**src/rtl/online_div_pkg.sv**
```systemverilog
// Shared definitions for the online divider digit-buffer path.
package online_div_pkg;

  // Digit and RAM geometry of the 128x4 digit RAM.
  localparam int DIGIT_W = 4;
  localparam int RAM_AW  = 7;

  // Buffer controller phases.
  typedef enum logic [1:0] {
    ST_IDLE   = 2'd0,
    ST_FILL   = 2'd1,
    ST_STREAM = 2'd2,
    ST_DRAIN  = 2'd3
  } state_t;

endpackage

```
**src/rtl/online_ptr_ctr.sv**
```systemverilog
// Wrapping RAM pointer: increments on enable, modulo 2**ADDR_WIDTH,
// with a synchronous clear used when a new stream starts.
module online_ptr_ctr
  import online_div_pkg::*;
#(
  parameter int ADDR_WIDTH = RAM_AW
) (
  input  logic                  i_clk,
  input  logic                  i_rst,
  input  logic                  i_clr,
  input  logic                  i_en,
  output logic [ADDR_WIDTH-1:0] o_cnt
);

  logic [ADDR_WIDTH-1:0] r_cnt;

  // Counter wraps naturally through the width of r_cnt.
  always_ff @(posedge i_clk or posedge i_rst) begin
    if (i_rst)      r_cnt <= '0;
    else if (i_clr) r_cnt <= '0;
    else if (i_en)  r_cnt <= r_cnt + ADDR_WIDTH'(1);
  end

  assign o_cnt = r_cnt;

endmodule

```
**src/rtl/online_digit_buffer_ctrl.sv**
```systemverilog
// Digit buffer controller in front of the 128x4 digit RAM. Writes the
// incoming online digit stream at wrapping addresses and replays it in
// order once ONLINE_DELAY+1 digits are buffered (or the stream ended).
module online_digit_buffer_ctrl
  import online_div_pkg::*;
#(
  parameter int DATA_WIDTH   = DIGIT_W,
  parameter int ADDR_WIDTH   = RAM_AW,
  parameter int ONLINE_DELAY = 3
) (
  input  logic                  clk,
  input  logic                  async_clear,
  input  logic                  start,
  input  logic                  in_valid,
  input  logic [DATA_WIDTH-1:0] in_digit,
  input  logic                  in_last,
  output logic                  in_ready,
  output logic                  out_valid,
  output logic [DATA_WIDTH-1:0] out_digit,
  input  logic                  out_ready,
  output logic                  done,
  output logic                  busy,
  output logic [DATA_WIDTH-1:0] ram_data,
  output logic [ADDR_WIDTH-1:0] ram_write_addr,
  output logic                  ram_we,
  output logic [ADDR_WIDTH-1:0] ram_read_addr,
  input  logic [DATA_WIDTH-1:0] ram_q
);

  localparam int                DEPTH    = 1 << ADDR_WIDTH;
  localparam logic [ADDR_WIDTH:0] OCC_FULL = (ADDR_WIDTH+1)'(DEPTH);
  localparam logic [ADDR_WIDTH:0] OCC_GO   = (ADDR_WIDTH+1)'(ONLINE_DELAY + 1);
  localparam logic [ADDR_WIDTH:0] OCC_ONE  = (ADDR_WIDTH+1)'(1);

  state_t                r_state;
  logic [ADDR_WIDTH:0]   r_occ;
  logic                  r_last_seen;
  logic                  r_done;

  logic [ADDR_WIDTH-1:0] w_wr_ptr;
  logic [ADDR_WIDTH-1:0] w_rd_ptr;
  logic                  w_accepting;
  logic                  w_replaying;
  logic                  w_wr_fire;
  logic                  w_rd_fire;
  logic                  w_last_acc;
  logic                  w_ptr_clr;
  logic [ADDR_WIDTH:0]   w_occ_nxt;

  // Handshakes are functions of registered state and occupancy only, so a
  // digit written at one edge is never offered before the next cycle.
  assign w_accepting = (r_state == ST_FILL) || (r_state == ST_STREAM);
  assign w_replaying = (r_state == ST_STREAM) || (r_state == ST_DRAIN);

  assign in_ready   = w_accepting && (r_occ < OCC_FULL);
  assign out_valid  = w_replaying && (r_occ != '0);
  assign w_wr_fire  = in_valid && in_ready;
  assign w_rd_fire  = out_valid && out_ready;
  assign w_last_acc = w_wr_fire && in_last;
  assign w_ptr_clr  = (r_state == ST_IDLE) && start;

  // Occupancy after this edge: +1 write, -1 read, unchanged if both fire.
  always_comb begin
    w_occ_nxt = r_occ;
    if (w_wr_fire && !w_rd_fire)      w_occ_nxt = r_occ + OCC_ONE;
    else if (!w_wr_fire && w_rd_fire) w_occ_nxt = r_occ - OCC_ONE;
  end

  online_ptr_ctr #(.ADDR_WIDTH(ADDR_WIDTH)) u_wr_ptr (
    .i_clk (clk),
    .i_rst (async_clear),
    .i_clr (w_ptr_clr),
    .i_en  (w_wr_fire),
    .o_cnt (w_wr_ptr)
  );

  online_ptr_ctr #(.ADDR_WIDTH(ADDR_WIDTH)) u_rd_ptr (
    .i_clk (clk),
    .i_rst (async_clear),
    .i_clr (w_ptr_clr),
    .i_en  (w_rd_fire),
    .o_cnt (w_rd_ptr)
  );

  // Stream sequencing: fill to the online delay, stream, then drain to empty.
  always_ff @(posedge clk or posedge async_clear) begin
    if (async_clear) begin
      r_state     <= ST_IDLE;
      r_occ       <= '0;
      r_last_seen <= 1'b0;
      r_done      <= 1'b0;
    end else begin
      r_done <= 1'b0;
      case (r_state)
        ST_IDLE: begin
          if (start) begin
            r_state     <= ST_FILL;
            r_occ       <= '0;
            r_last_seen <= 1'b0;
          end
        end
        ST_FILL: begin
          r_occ <= w_occ_nxt;
          // A stream shorter than the delay drains without ever streaming.
          if (w_last_acc) begin
            r_last_seen <= 1'b1;
            r_state     <= ST_DRAIN;
          end else if (w_occ_nxt >= OCC_GO) begin
            r_state <= ST_STREAM;
          end
        end
        ST_STREAM: begin
          r_occ <= w_occ_nxt;
          if (w_last_acc) begin
            r_last_seen <= 1'b1;
            r_state     <= ST_DRAIN;
          end
        end
        ST_DRAIN: begin
          r_occ <= w_occ_nxt;
          if (r_last_seen && (w_occ_nxt == '0)) begin
            r_state <= ST_IDLE;
            r_done  <= 1'b1;
          end
        end
        default: r_state <= ST_IDLE;
      endcase
    end
  end

  assign done = r_done;
  assign busy = (r_state != ST_IDLE);

  // RAM side. The read address runs one ahead on a read fire so that the
  // 1-cycle RAM presents mem[rd_ptr] every cycle with no bubbles; a stall
  // re-presents rd_ptr and holds out_digit steady.
  assign ram_data       = in_digit;
  assign ram_write_addr = w_wr_ptr;
  assign ram_we         = w_wr_fire;
  assign ram_read_addr  = w_rd_ptr + ADDR_WIDTH'(w_rd_fire);
  assign out_digit      = ram_q;

endmodule

```
**config.mk**
```make
export PLATFORM = sky130hd
export DESIGN_NAME = online_digit_buffer_ctrl
export DESIGN_NICKNAME = d
export VERILOG_FILES = /design/src/rtl/online_div_pkg.sv /design/src/rtl/online_ptr_ctr.sv /design/src/rtl/online_digit_buffer_ctrl.sv
export SDC_FILE = /design/constraint.sdc
export NUM_CORES = 1
export LEC_CHECK = 0
export ABC_CLOCK_PERIOD_IN_PS = 3210
export CAP_MARGIN = 20
export CORE_ASPECT_RATIO = 0.5
export CORE_UTILIZATION = 51
export DETAILED_ROUTE_END_ITERATION = 8
export PLACE_DENSITY = 0.78
export SYNTH_ARGS = -nofsm -noshare
export SYNTH_HDL_FRONTEND = slang
export SYNTH_SLANG_ARGS = --single-unit
```
**constraint.sdc**
```tcl
create_clock -name clk -period 3.21 [get_ports clk]
set_clock_uncertainty 0.15 [all_clocks]
set_input_delay 0.642 -clock clk [delete_from_list [all_inputs] [get_ports clk]]
set_output_delay 0.642 -clock clk [all_outputs]
set_load 0.02 [all_outputs]
```
# --- Word level (Yosys, flattened, before mapping) ---
# Cells that the tools add are included.
word_totals:
  ff_bits: 26
  inputBits: 14
  out_inout_bits: 27
  elab_cells: 64
op_classes:
  n_addsub: 5
  order_cmp: 2
  n_eq_ne: 8
  muxes: 19
  reduce_logical: 24
ops:
  columns: ["cell", "count"]
  rows:
  - ["two-way mux 7 bit", 4]
  - ["two-way mux 8 bit", 3]
  - ["one-hot mux 8 bit (2 select lines)", 1]
  - ["adder 7 x 1 -> 7 bit, second input constant", 2]
  - ["two-way mux 2 bit", 5]
  - ["logical AND 1 bit", 9]
  - ["adder 8 x 1 -> 8 bit, second input constant", 1]
  - [">= comparator 8 x 3 -> 1 bit, second input constant", 1]
  - ["zero test 8 bit", 1]
  - ["< comparator 8 bit, second input constant", 1]
  - ["one-hot mux 2 bit (4 select lines)", 1]
  - ["nonzero test 2 bit", 4]
  - ["nonzero test 8 bit", 1]
  - ["subtractor 8 x 1 -> 8 bit, second input constant", 1]
  - ["adder 7 x 1 -> 7 bit", 1]
  - ["== test 2 bit, second input constant", 2]
  - ["two-way mux 1 bit", 4]
  - ["!= test 2 x 1 -> 1 bit, second input constant", 2]
  - ["!= test 2 bit, second input constant", 2]
  - ["AND reduction 4 bit", 1]
  - ["!= test 3 x 2 -> 1 bit, second input constant", 1]
  - ["AND reduction 3 bit", 1]
  - ["OR reduction 3 bit", 1]
  - ["== test 2 x 1 -> 1 bit, second input constant", 1]
  - ["5 further kinds", 7]

# --- Depth between registers and ports, before layout ---
logic_depth:
  ltp_word: 12
  depth_mapped: 11
  mapped_depth_nobuf: 11

# --- Modules after synthesis ---
# A second synthesis with hierarchy kept.
hier_totals:
  cells_unflattened: 209
  area_unflattened_um2: 1840.5
by_module_without_submodules:
  columns: ["module", "instances", "cells_each", "area_per_inst_um2", "seq_area_each_um2"]
  rows:
  - ["online_digit_buffer_ctrl", 1, 149, 1217.4, 300.3]
  - ["online_ptr_ctr", 2, 30, 311.5, 175.2]

# --- Worst setup path after synthesis ---
# OpenSTA, ideal clock, no wires.
synth_timing:
  kind: "register to output"
  from: "register r_occ[0]"
  to: "output port ram_read_addr[4]"
  arrival_ps: 2077
  required_time_ps: 2418
  setup_slack_ps: 341
  path_stages_with_launch: 10
  n_path_buf: 1
  path_cell_list: "dfrtp_1 -> inv_1 -> ha_1 -> nor3b_4 -> a21oi_1 -> buf_2 -> and2_1 -> ha_1 -> nand3_1 -> xnor2_1"
synth_between:
  elab_chain_cells: 4
synth_lines:
  columns: ["element", "line_no", "source"]
  rows:
  - ["from (decl)", "online_digit_buffer_ctrl.sv:36", "logic [ADDR_WIDTH:0] r_occ;"]
  - ["from (signal assigned)", "online_digit_buffer_ctrl.sv:103", "r_occ <= w_occ_nxt;"]
  - ["from (signal assigned)", "online_digit_buffer_ctrl.sv:113", "r_occ <= w_occ_nxt;"]
  - ["from (signal assigned)", "online_digit_buffer_ctrl.sv:120", "r_occ <= w_occ_nxt;"]
  - ["nonzero test 8 bit", "online_digit_buffer_ctrl.sv:56", "assign out_valid = w_replaying && (r_occ != '0);"]
  - ["logical AND 1 bit", "online_digit_buffer_ctrl.sv:56", null]
  - ["logical AND 1 bit", "online_digit_buffer_ctrl.sv:58", "assign w_rd_fire = out_valid && out_ready;"]
  - ["adder 7 x 1 -> 7 bit", "online_digit_buffer_ctrl.sv:140", "assign ram_read_addr = w_rd_ptr + ADDR_WIDTH'(w_rd_fire);"]
  - ["to (decl)", "online_digit_buffer_ctrl.sv:26", "output logic [ADDR_WIDTH-1:0] ram_read_addr,"]
# No other way between the ends.

# --- Worst setup path after layout ---
layout_timing:
  from: "register r_occ[1]"
  to: "register r_state[1]"
layout_between:
  elab_chain_cells: 11
  word_cells_on_any_way: 24
  classes_between: "add/sub (2); order compare (2); eq/ne (3); mux (4); reduce/logical (13)"
layout_lines:
  columns: ["element", "line_no", "source"]
  rows:
  - ["parallel branches: the longest is 11 deep, another holds < comparator 8 bit", null, null]
  - ["to (signal assigned)", "online_digit_buffer_ctrl.sv:116", "r_state <= ST_DRAIN;"]
  - ["to (signal assigned)", "online_digit_buffer_ctrl.sv:122", "r_state <= ST_IDLE;"]
  - ["to (signal assigned)", "online_digit_buffer_ctrl.sv:126", "default: r_state <= ST_IDLE;"]
  - ["to (decl)", "online_digit_buffer_ctrl.sv:35", "state_t r_state;"]
# Several ways; the timed one is not identified.
# A chain may end at the register's enable or synchronous reset.

==> impl_metrics.csv <==
group,metric,value,unit
worst_setup_path,crit_fanout,5,
logic_synthesis,netlist_area,1920,um2
worst_setup_path,r2r_start,"r_occ[1]",
cells_and_area,fin_nets,266,
routing,via_count,1685,
die,rows,15,
logic_synthesis,synth_ff_type,"dfrtp_1",
clock_network,htreeDepth,1,
logic_synthesis,ys_types,51,
cells_and_area,n_fill_cell,317,
timing,finalWorstSetupSlack,0.122,ns
worst_hold_path,worst_hold_path_type,"flop to flop",
logic_synthesis,syn-num-nets,238,
timing,rsz0062_at_grt,"yes",
logic_synthesis,postSynthAreaPerCell,9.03,um2
logic_synthesis,synth.most_common_cell,"dfrtp_1",
logic_synthesis,async_reset_ff_frac,1.00,
worst_setup_path,critPathLaunchType,"flop",
placed_design,io_buffer_count,24,
logic_synthesis,yosysTopAreaCellShare,0.338,
power_and_ir_drop,vdd_drop_max,0.375,mV
cells_and_area,multi_input_area,1140,um2
timing,period_needed,3.09,ns
global_route,grt_usage,0.248,
global_route,grt_max_degree,27,
routing,post_drt_wl_per_cell,15.6,um
clock_network,root_buffer,"clkbuf_8",
logic_synthesis,synth.area.top_cells,"dfrtp_1 (34%), ha_1 (7.2%), xor2_1 (4.6%)",
worst_hold_path,hold_end,"u_wr_ptr.o_cnt[6]",
worst_hold_path,hold_path.startpoint,"u_wr_ptr.o_cnt[6]",
worst_setup_path,cp.depth,10,
placed_design,pre_cts_slack,-0.218,ns
logic_synthesis,yosysWarnings,0,
clock_network,cts_hold_buf,0,
worst_setup_path,cpPeakStageDelay,0.46,ns
timing,finalCritPeriodShare,0.962,
global_route,grt_pass1_vias,1605,
logic_synthesis,ys_seq_elements,26,
placed_design,place_congestion,0.975,
timing,max_freq,0.324,GHz
placed_design,place_hpwl,3380,um
global_route,grt_pass1_wl,7410,um
timing,drv_slew,0,
routing,ant_nets,0,
die,die_w,88.9,um
die,core,3530,um2
worst_setup_path,end_kind,"flop",
worst_hold_path,min_path_cells,2,
clock_network,insertion_delay,0.28,ns
worst_setup_path,arrival,3.15,ns
timing,slew_headroom,0.598,
die,io_pins,41,
global_route,antenna_found_initial,0,
clock_network,cts_tree,"yes",
routing,post-route-drc-count,0,
worst_setup_path,critical_path_class,"flop to flop",
cells_and_area,layout-drive-gt1-share,0.163,
cells_and_area,n_antenna_cell,0,
timing,holdWs,0.426,ns
worst_setup_path,cp_num_buf_inv,1,
die,fp.dieArea,4040,um2
clock_network,cts.path.max_buffers,2,
worst_setup_path,ff2ff_setup_slack,0.12,ns
placed_design,dpl-instance-area,2240,um2
worst_setup_path,critPathTopFamily,"simple AND/OR/NAND/NOR gates",
status,status,"finished, final reports clean",
timing,tightestPinTransition,0.603,ns
logic_synthesis,synth_cells,213,
clock_network,clkTransAtPathRegs,0.10,ns
power_and_ir_drop,p_leak,1.05,nW
power_and_ir_drop,p_per_area,1020,nW/um2
clock_network,cts_inserted_buffers,3,
worst_setup_path,r2r-end,"r_state[1]",
routing,viasPerCell,5.79,
cells_and_area,seq_area,651,um2
routing,drtIter0Drc,97,
worst_setup_path,cp_slowest_cell,"or3_1",
worst_setup_path,rr_worst_depth,10,
clock_network,cts_sinks,26,
timing,hold_viol,0,
logic_synthesis,synth-edff-count,0,
timing,setup_violations,0,
worst_setup_path,cp_data_required_time,3.28,ns
flow_run,cap_violations,0,
cells_and_area,area_delta_synth_final,19.8,%
global_route,grt_overflow,0,
routing,wl,4530,um
logic_synthesis,yosysTopAreaCell,"dfrtp_1",
logic_synthesis,synthTopCellsByCount,"dfrtp_1 (26), nand2_1 (21), nor2_1 (18)",
logic_synthesis,ys_seq_area_frac,0.338,
routing,drtPass1Iterations,4,
die,fp.dieH,45.4,um
worst_setup_path,crit_chain,"inv_1, ha_2, or3b_2, a2111o_1, o21ai_2, xnor2_1, o2111ai_2, or3_1, nand3_2, mux2i_1",
cells_and_area,final_area,2310,um2
timing,fin_tns_setup,0,ns
die,start_util,0.545,
[metal layers]
layer,global-route usage,part of all wire,wire length [um]
met1,0.317,0.44,1980
met2,0.417,0.46,2080
met3,0.0598,0.070,319
met4,0.0903,0.034,155
met5,0,0,0
[worst register-to-register path, delay by kind of cell (launching register included)]
kind,cells,cell delay (ns)
xor+xnor,1,0.18
compound gates,3,0.70
fa+ha+maj,1,0.23
buf+inv,1,0.14
flops,1,0.43
simple gates,3,1.02
mux,1,0.18
[cell type report]
type	instances	share of cell area
multi-input cells	161	0.496
clock buffers	3	0.0179
repair buffers	39	0.146
well taps	51	0.0277
inverters	10	0.0174
clock inverters	1	0.0130
flip-flops and latches	26	0.282
[how the worst max path moves through the flow]
stage	start	endpoint	slack [ns]
2_1_floorplan	r_occ[0]	ram_read_addr[4]	0.34
3_3_place_gp	out_ready	ram_read_addr[4]	-0.18
3_5_place_dp	out_ready	ram_read_addr[4]	-0.22
4_1_cts	r_occ[1]	r_state[0]	0.03
5_1_grt	r_occ[1]	r_state[0]	-0.03
6_report	r_occ[1]	r_state[1]	0.12
[power breakdown]
| group | switching, mW | internal (mW) |
|---|---|---|
| sequential | 0.117 | 0.428 |
| clock | 0.115 | 0.167 |
| combinational | 0.861 | 0.655 |
[repair_timing]
item | in CTS | in global routing
setup endpoints to repair | 6 | 6
hold endpoints to repair | 0 | 0
pin swaps | 0 | 1
resized for setup | 6 | 11
setup buffers | 0 | 0
[sequential cells by signal (all words and copies together), names as in the netlist]
name            count
r_occ               8
u_rd_ptr.o_cnt      7
u_wr_ptr.o_cnt      7
r_state             2
done                1
r_last_seen         1
[placed cells by master, fill, tap and decap left out, types with 2 or more instances in the layout]
cell type,n
nor2b_1,3
nand2_1,21
clkbuf_8,3
dlygate4sd2_1,3
a21oi_1,12
ha_1,10
buf_4,15
clkbuf_2,3
clkdlybuf4s50_1,17
inv_1,8
mux2i_1,4
xnor2_1,7
nand4_1,5
a21o_1,2
xor2_1,10
and2_1,5
nor2_1,18
o21ai_2,2
o21ai_0,10
and3_1,4
a31oi_1,4
nor3_1,4
nor4_4,2
dfrtp_1,26
nand3_1,6
or3_1,6
[cell families (layout without fill, tap and decap cells)]
group	after synthesis	after routing	synth area share
mux	5	5	0.0267
simple gates	84	84	0.256
compound gates	44	44	0.156
fa+ha+maj	11	11	0.0715
xor+xnor	17	17	0.0774
buf+inv	26	53	0.0748
flops	26	26	0.338
[through the flow]
stage	util	total power, mW	instances
global placement	0.634	1.98	287
floorplan	-	1.54	213
finish	0.654	2.34	291
detailed placement	0.634	2.03	287
CTS	0.652	2.31	291
global route	0.654	2.51	291
No activity file was read; power rests on OpenSTA's default activity.
